`src/rtl/keypad_scanner.sv`:
```
// 4x4 matrix keypad scanner: drives one row low at a time, debounces press and release, encodes the key as hex.
// Latency: press-to-o_key_valid is at most 4*SCAN_DIV + 2 + DEBOUNCE_CYCLES clocks, plus 1 for the registered outputs.
// Backpressure: none; o_key_valid is a single-clock pulse and o_key_code holds until the next accepted key.
module keypad_scanner #(
   parameter int SCAN_DIV        = 250,
   parameter int DEBOUNCE_CYCLES = 50000
) (
   input  logic       i_clk,
   input  logic       i_reset,
   input  logic [3:0] i_col_n,
   output logic [3:0] o_row_n,
   output logic [3:0] o_key_code,
   output logic       o_key_valid,
   output logic       o_key_down
);

   localparam int DW = (SCAN_DIV > 1) ? $clog2(SCAN_DIV) : 1;
   localparam int CW = (DEBOUNCE_CYCLES > 1) ? $clog2(DEBOUNCE_CYCLES) : 1;
   localparam logic [DW-1:0] DWELL_LAST = DW'(SCAN_DIV - 1);
   localparam logic [CW-1:0] DEB_LAST   = CW'(DEBOUNCE_CYCLES - 1);

   typedef enum logic [1:0] {
      ST_SCAN     = 2'd0,
      ST_DEBOUNCE = 2'd1,
      ST_HELD     = 2'd2,
      ST_RELEASE  = 2'd3
   } state_t;

   state_t          r_state;
   state_t          w_state_nxt;

   logic [3:0]      r_col_meta;
   logic [3:0]      r_col_s;
   logic [1:0]      r_row;
   logic [1:0]      r_col;
   logic [DW-1:0]   r_dwell;
   logic [CW-1:0]   r_deb;
   logic [3:0]      r_row_n;
   logic [3:0]      r_key_code;
   logic            r_key_valid;
   logic            r_key_down;

   logic            w_any_low;
   logic [1:0]      w_low_idx;
   logic            w_sel_low;
   logic            w_dwell_last;
   logic            w_deb_last;
   logic [1:0]      w_row_nxt;

   logic            w_row_adv;
   logic            w_capture;
   logic            w_accept;
   logic            w_release;
   logic            w_dwell_inc;
   logic            w_deb_inc;

   // Hex code printed on the key at (row, col).
   function automatic logic [3:0] f_key_map(input logic [1:0] row, input logic [1:0] col);
      logic [3:0] code;
      case ({row, col})
         4'b00_00: code = 4'h1;
         4'b00_01: code = 4'h2;
         4'b00_10: code = 4'h3;
         4'b00_11: code = 4'hA;
         4'b01_00: code = 4'h4;
         4'b01_01: code = 4'h5;
         4'b01_10: code = 4'h6;
         4'b01_11: code = 4'hB;
         4'b10_00: code = 4'h7;
         4'b10_01: code = 4'h8;
         4'b10_10: code = 4'h9;
         4'b10_11: code = 4'hC;
         4'b11_00: code = 4'hE;
         4'b11_01: code = 4'h0;
         4'b11_10: code = 4'hF;
         default:  code = 4'hD;
      endcase
      return code;
   endfunction

   // Two-flop synchronizer; idle (all high) after reset so no phantom key is seen.
   always_ff @(posedge i_clk or posedge i_reset) begin
      if (i_reset) begin
         r_col_meta <= 4'hF;
         r_col_s    <= 4'hF;
      end else begin
         r_col_meta <= i_col_n;
         r_col_s    <= r_col_meta;
      end
   end

   // Lowest-index low column wins when several keys in the driven row are down.
   always_comb begin
      w_low_idx = 2'd0;
      if (!r_col_s[0]) begin
         w_low_idx = 2'd0;
      end else if (!r_col_s[1]) begin
         w_low_idx = 2'd1;
      end else if (!r_col_s[2]) begin
         w_low_idx = 2'd2;
      end else if (!r_col_s[3]) begin
         w_low_idx = 2'd3;
      end
   end

   assign w_any_low    = ~(&r_col_s);
   assign w_sel_low    = ~r_col_s[r_col];
   assign w_dwell_last = (r_dwell == DWELL_LAST);
   assign w_deb_last   = (r_deb == DEB_LAST);
   assign w_row_nxt    = r_row + 2'd1;

   // FSM state register.
   always_ff @(posedge i_clk or posedge i_reset) begin
      if (i_reset) begin
         r_state <= ST_SCAN;
      end else begin
         r_state <= w_state_nxt;
      end
   end

   // FSM next-state: a press or release must stay stable for the full debounce window.
   always_comb begin
      w_state_nxt = r_state;
      case (r_state)
         ST_SCAN: begin
            if (w_dwell_last && w_any_low) begin
               w_state_nxt = ST_DEBOUNCE;
            end
         end
         ST_DEBOUNCE: begin
            if (!w_sel_low) begin
               w_state_nxt = ST_SCAN;
            end else if (w_deb_last) begin
               w_state_nxt = ST_HELD;
            end
         end
         ST_HELD: begin
            if (!w_sel_low) begin
               w_state_nxt = ST_RELEASE;
            end
         end
         ST_RELEASE: begin
            if (w_sel_low) begin
               w_state_nxt = ST_HELD;
            end else if (w_deb_last) begin
               w_state_nxt = ST_SCAN;
            end
         end
         default: w_state_nxt = ST_SCAN;
      endcase
   end

   // FSM outputs: datapath strobes for counters, row pointer and key registers.
   always_comb begin
      w_row_adv   = 1'b0;
      w_capture   = 1'b0;
      w_accept    = 1'b0;
      w_release   = 1'b0;
      w_dwell_inc = 1'b0;
      w_deb_inc   = 1'b0;
      case (r_state)
         ST_SCAN: begin
            w_dwell_inc = ~w_dwell_last;
            w_capture   = w_dwell_last & w_any_low;
            w_row_adv   = w_dwell_last & ~w_any_low;
         end
         ST_DEBOUNCE: begin
            w_row_adv = ~w_sel_low;
            w_accept  = w_sel_low & w_deb_last;
            w_deb_inc = w_sel_low & ~w_deb_last;
         end
         ST_HELD: begin
            w_deb_inc = 1'b0;
         end
         ST_RELEASE: begin
            w_release = ~w_sel_low & w_deb_last;
            w_row_adv = ~w_sel_low & w_deb_last;
            w_deb_inc = ~w_sel_low & ~w_deb_last;
         end
         default: begin
            w_row_adv = 1'b0;
         end
      endcase
   end

   // Row dwell counter: runs only while scanning, cleared on the sampling cycle.
   always_ff @(posedge i_clk or posedge i_reset) begin
      if (i_reset) begin
         r_dwell <= '0;
      end else if (w_dwell_inc) begin
         r_dwell <= r_dwell + DW'(1);
      end else begin
         r_dwell <= '0;
      end
   end

   // Debounce counter: counts stable cycles and stops at the last one; any other condition clears it.
   always_ff @(posedge i_clk or posedge i_reset) begin
      if (i_reset) begin
         r_deb <= '0;
      end else if (w_deb_inc) begin
         r_deb <= r_deb + CW'(1);
      end else begin
         r_deb <= '0;
      end
   end

   // Row pointer and registered row drive; the 2-bit pointer wraps 3 -> 0 by design.
   always_ff @(posedge i_clk or posedge i_reset) begin
      if (i_reset) begin
         r_row   <= 2'd0;
         r_row_n <= 4'b1110;
      end else if (w_row_adv) begin
         r_row   <= w_row_nxt;
         r_row_n <= ~(4'b0001 << w_row_nxt);
      end
   end

   // Column of the candidate key, latched when the scan first sees it.
   always_ff @(posedge i_clk or posedge i_reset) begin
      if (i_reset) begin
         r_col <= 2'd0;
      end else if (w_capture) begin
         r_col <= w_low_idx;
      end
   end

   // Key outputs: code and pulse change together so a consumer sees the new code with the pulse.
   always_ff @(posedge i_clk or posedge i_reset) begin
      if (i_reset) begin
         r_key_code  <= 4'h0;
         r_key_valid <= 1'b0;
         r_key_down  <= 1'b0;
      end else begin
         r_key_valid <= w_accept;
         if (w_accept) begin
            r_key_code <= f_key_map(r_row, r_col);
            r_key_down <= 1'b1;
         end else if (w_release) begin
            r_key_down <= 1'b0;
         end
      end
   end

   assign o_row_n     = r_row_n;
   assign o_key_code  = r_key_code;
   assign o_key_valid = r_key_valid;
   assign o_key_down  = r_key_down;

endmodule

```
`config.mk`:
```
export PLATFORM = sky130hd
export DESIGN_NAME = keypad_scanner
export DESIGN_NICKNAME = d
export VERILOG_FILES = /design/src/rtl/keypad_scanner.sv
export SDC_FILE = /design/constraint.sdc
export NUM_CORES = 1
export LEC_CHECK = 0
export BUFFER_PORTS_ARGS = -buffer_cell sky130_fd_sc_hd__clkbuf_2
export CORE_UTILIZATION = 43
export DETAILED_ROUTE_END_ITERATION = 6
export MAX_ROUTING_LAYER = met4
export PLACE_DENSITY = 0.58
export SKIP_CTS_REPAIR_TIMING = 1
export SLEW_MARGIN = 20
export SYNTH_ARGS = -nofsm -noshare
export SYNTH_HDL_FRONTEND = slang
export SYNTH_SLANG_ARGS = --single-unit
export TNS_END_PERCENT = 10
```
`constraint.sdc`:
```
create_clock -name i_clk -period 4.15 [get_ports i_clk]
set_input_delay 0.83 -clock i_clk [delete_from_list [all_inputs] [get_ports i_clk]]
set_output_delay 0.83 -clock i_clk [all_outputs]
set_load 0.01 [all_outputs]
```
==> impl_metrics.py <==
metrics = {
    "drt": {
        "wirelength_um": 3470,
        "vias": 1464,
        "drt-pass1-iter-count": 4,
        "via_per_inst": 4.80,
        "wire_per_inst_um": 11.4,
        "drcViolationCount": 0,
        "drt_iter0_drc": 89,
        "ant_nets": 0,
    },
    "floorplanning": {
        "die_w_um": 75.1,
        "rows": 26,
        "initial_core_util_pct": 44.7,
        "core_area_mm2": 0.00514,
        "die_area_mm2": 0.00564,
        "ios": 16,
        "die_h_um": 75.1,
    },
    "clock_tree": {
        "clockBufferDepth": 2,
        "cts_tree": "built",
        "cts_buffers": 5,
        "clockRootBuffer": "clkbuf_8",
        "clk_latency_ns": 0.30,
        "clock_sinks": 48,
        "cts_max_level": 2,
        "path_clk_slew_ns": 0.09,
    },
    "worst_setup_path": {
        "critPathBufInv": 0,
        "cp_cell_sequence": "mux2i_1, mux2_2, nor2_1, nand4bb_1, nor2_1",
        "worstSetupEndpointType": "flip-flop",
        "cp_top_family": "simple AND/OR/NAND/NOR gates",
        "path_max_fanout": 16,
        "worstReg2RegEnd": "r_deb[11]",
        "cpMostUsedCell": "nor2_1",
        "rrSetupSlack_ns": 2.02,
        "worstRegToRegCells": 5,
        "crit_arrival_ns": 2.34,
        "path_depth": 5,
        "r2r_start": "r_col[1]",
        "required_ns": 4.36,
        "crit_type": "flip-flop to flip-flop",
        "startpoint_type": "flip-flop",
        "cpPeakStageDelay_ns": 0.65,
        "cp_slowest_cell": "nand4bb_1",
    },
    "worst_hold_path": {
        "min_path_type": "flip-flop to flip-flop",
        "hold_path_depth": 0,
        "holdPathEnd": "r_col_s[3]",
        "hp-start": "r_col_meta[3]",
    },
    "global_routing": {
        "grt_overflow": 0,
        "antenna_found_initial": 0,
        "grt_pass1_wl_um": 6090,
        "grt_pass1_vias": 1374,
        "grt_max_degree": 49,
        "grt_usage_pct": 14.9,
    },
    "synthesis": {
        "syn_inst": 218,
        "synth_cell_types": 32,
        "avgSynthCellArea_um2": 10.5,
        "ys_ff_latch": 48,
        "synth_fp_nets": 236,
        "syn-cell-area_mm2": 0.00230,
        "yosysSeqAreaShare_pct": 52.9,
        "yosysWarningCount": 0,
        "synth_edf_count": 0,
        "ys_async_sr_fraction_pct": 100,
        "synth_top_flop_cell": "dfrtp_1",
    },
    "placed_design": {
        "dp_cells": 297,
        "post-place-ws_ns": 2.01,
        "port_buffers": 15,
        "place_congestion": 0.728,
        "hpwl_um": 2370,
    },
    "cells_and_area": {
        "n_antenna_cell": 0,
        "final_core_util_pct": 49.7,
        "layout.nets": 252,
        "final-instance-count-excl-fill": 305,
        "drive_above_1_share_pct": 18.7,
        "syn_to_final_growth_pct": 11.2,
    },
    "timing": {
        "rsz0062_at_grt": "false",
        "worst_slack_ns": 2.02,
        "tns_ns": 0,
        "setup_viol": 0,
        "fmax_ghz": 0.469,
        "clock-skew-final_ns": 0.00962,
        "hold_viol": 0,
        "min_period_ns": 2.13,
        "tightest_slew_ns": 0.951,
        "timing_max_transition_violations_final": 0,
        "slew-limit-headroom_pct": 36.5,
        "fin_crit_sh_pct": 51.4,
    },
    "pwr": {
        "ir_drop_v": 0.000178,
        "power_uw": 844,
        "power_leakage_nw": 1.10,
        "power_density_mw_per_mm2": 330,
    },
    "run_status": {
        "status": "complete, no violations",
    },
    "run": {
        "drv_cap": 0,
    },
}
## layout make-up
class / count / area (um2)
clock inverter: 2 / 38.8
timing repair buffer: 15 / 75.1
inverter: 15 / 56.3
fill: 505 / 2580
clock buffer: 6 / 82.6
sequential: 48 / 1210
tap: 70 / 87.6
multi-input combinational: 149 / 1000
## state kept, by name (all words and copies together) (netlist names), 2 cells and up, named ones only
name        cells
o_key_code      4
o_row_n         4
r_col           2
r_col_meta      4
r_col_s         4
r_deb          16
r_dwell         8
r_row           2
## Yosys cell counts, types with 2 or more instances
| library cell | count | share of area [%] |
|---|---|---|
| a211oi_1 | 2 | 0.65 |
| a21oi_1 | 10 | 2.2 |
| and3_1 | 4 | 1.1 |
| buf_2 | 3 | 0.65 |
| clkbuf_1 | 3 | 0.49 |
| dfrtp_1 | 37 | 40 |
| dfstp_2 | 11 | 13 |
| ha_1 | 12 | 6.5 |
| inv_1 | 15 | 2.4 |
| mux2_2 | 5 | 2.4 |
| mux2i_1 | 6 | 2.6 |
| nand2_1 | 15 | 2.4 |
| nand3_1 | 7 | 1.5 |
| nand4_1 | 6 | 1.6 |
| nor2_1 | 38 | 6.2 |
| nor3_1 | 4 | 0.87 |
| nor4bb_1 | 2 | 0.87 |
| o21ai_0 | 5 | 1.1 |
| xnor2_1 | 11 | 4.2 |
| xor2_1 | 10 | 3.8 |
## layout by cell type (no fill, tap or decap), drive strengths merged
| cell | synthesis | layout |
|---|---|---|
| a21o | 1 | 1 |
| a21oi | 10 | 10 |
| ha | 12 | 12 |
| o21ai | 5 | 5 |
| nand3 | 8 | 8 |
| clkbuf | 3 | 21 |
| nand4 | 6 | 6 |
| o2111ai | 1 | 1 |
| or3 | 1 | 1 |
| bufinv | 0 | 1 |
| dfrtp | 37 | 37 |
| mux2i | 6 | 6 |
| mux2 | 6 | 6 |
| nand2 | 15 | 15 |
| nor4b | 1 | 1 |
| o2111a | 1 | 1 |
| and3 | 4 | 4 |
| and4 | 1 | 1 |
| nor4bb | 2 | 2 |
| nand4bb | 1 | 1 |
| and2 | 1 | 1 |
| xor2 | 10 | 10 |
| inv | 15 | 15 |
| nor2 | 38 | 38 |
| a211oi | 2 | 2 |
| nor2b | 1 | 1 |
| xnor2 | 11 | 11 |
| nor3 | 4 | 4 |
| dfstp | 11 | 11 |
| clkinv | 0 | 1 |
| or4 | 1 | 1 |
## worst reg2reg max path: stages (launching register included)
cell and delay, ns:
dfrtp_1 0.54, mux2i_1 0.30, mux2_2 0.24, nor2_1 0.04, nand4bb_1 0.65, nor2_1 0.27
## where the power goes
part | switching (mW) | internal [mW] | total (mW) | leakage (nW)
clock network | 0.154 | 0.197 | 0.351 | 0.0614
logic | 0.0114 | 0.00355 | 0.0149 | 0.424
registers | 0.00266 | 0.475 | 0.477 | 0.618
total | 0.168 | 0.675 | 0.844 | 1.10
## cells by family after synthesis
kind of cell    count (synthesis)  share of synthesized area, %
buf+inv                        21                          3.59
fa+ha+maj                      12                          6.53
mux                            12                          5.72
flops                          48                          52.9
xor+xnor                       21                          8.00
simple gates                   84                          18.2
compound gates                 20                          5.12
## how the worst max path moves through the flow
stage / end / slack, ns / start
floorplan: r_row[1] / 2.18 / r_dwell[1]
detailed placement: r_deb[12] / 2.01 / r_deb[0]
finish: r_deb[11] / 2.02 / r_col[1]
global route: r_deb[1] / 1.74 / r_col[1]
global placement: r_deb[0] / 2.05 / r_col[1]
CTS: r_deb[2] / 2.00 / r_col[1]
## layer usage
metal	track usage (%)	vias up	share of wire, %
li1	-	755	-
met1	18.0	681	51
met2	24.0	21	44
met3	4.42	7	3.2
met4	4.82	0	1.4
met5	-	-	0
## per-stage QoR
stage / hold WS, ns / instance area [um2]
floorplan: 0.345 / 2300
global placement: 0.347 / 2430
detailed placement: 0.347 / 2430
CTS: 0.360 / 2560
global route: 0.365 / 2560
finish: 0.359 / 2560
(Power assumes the default switching activity.)
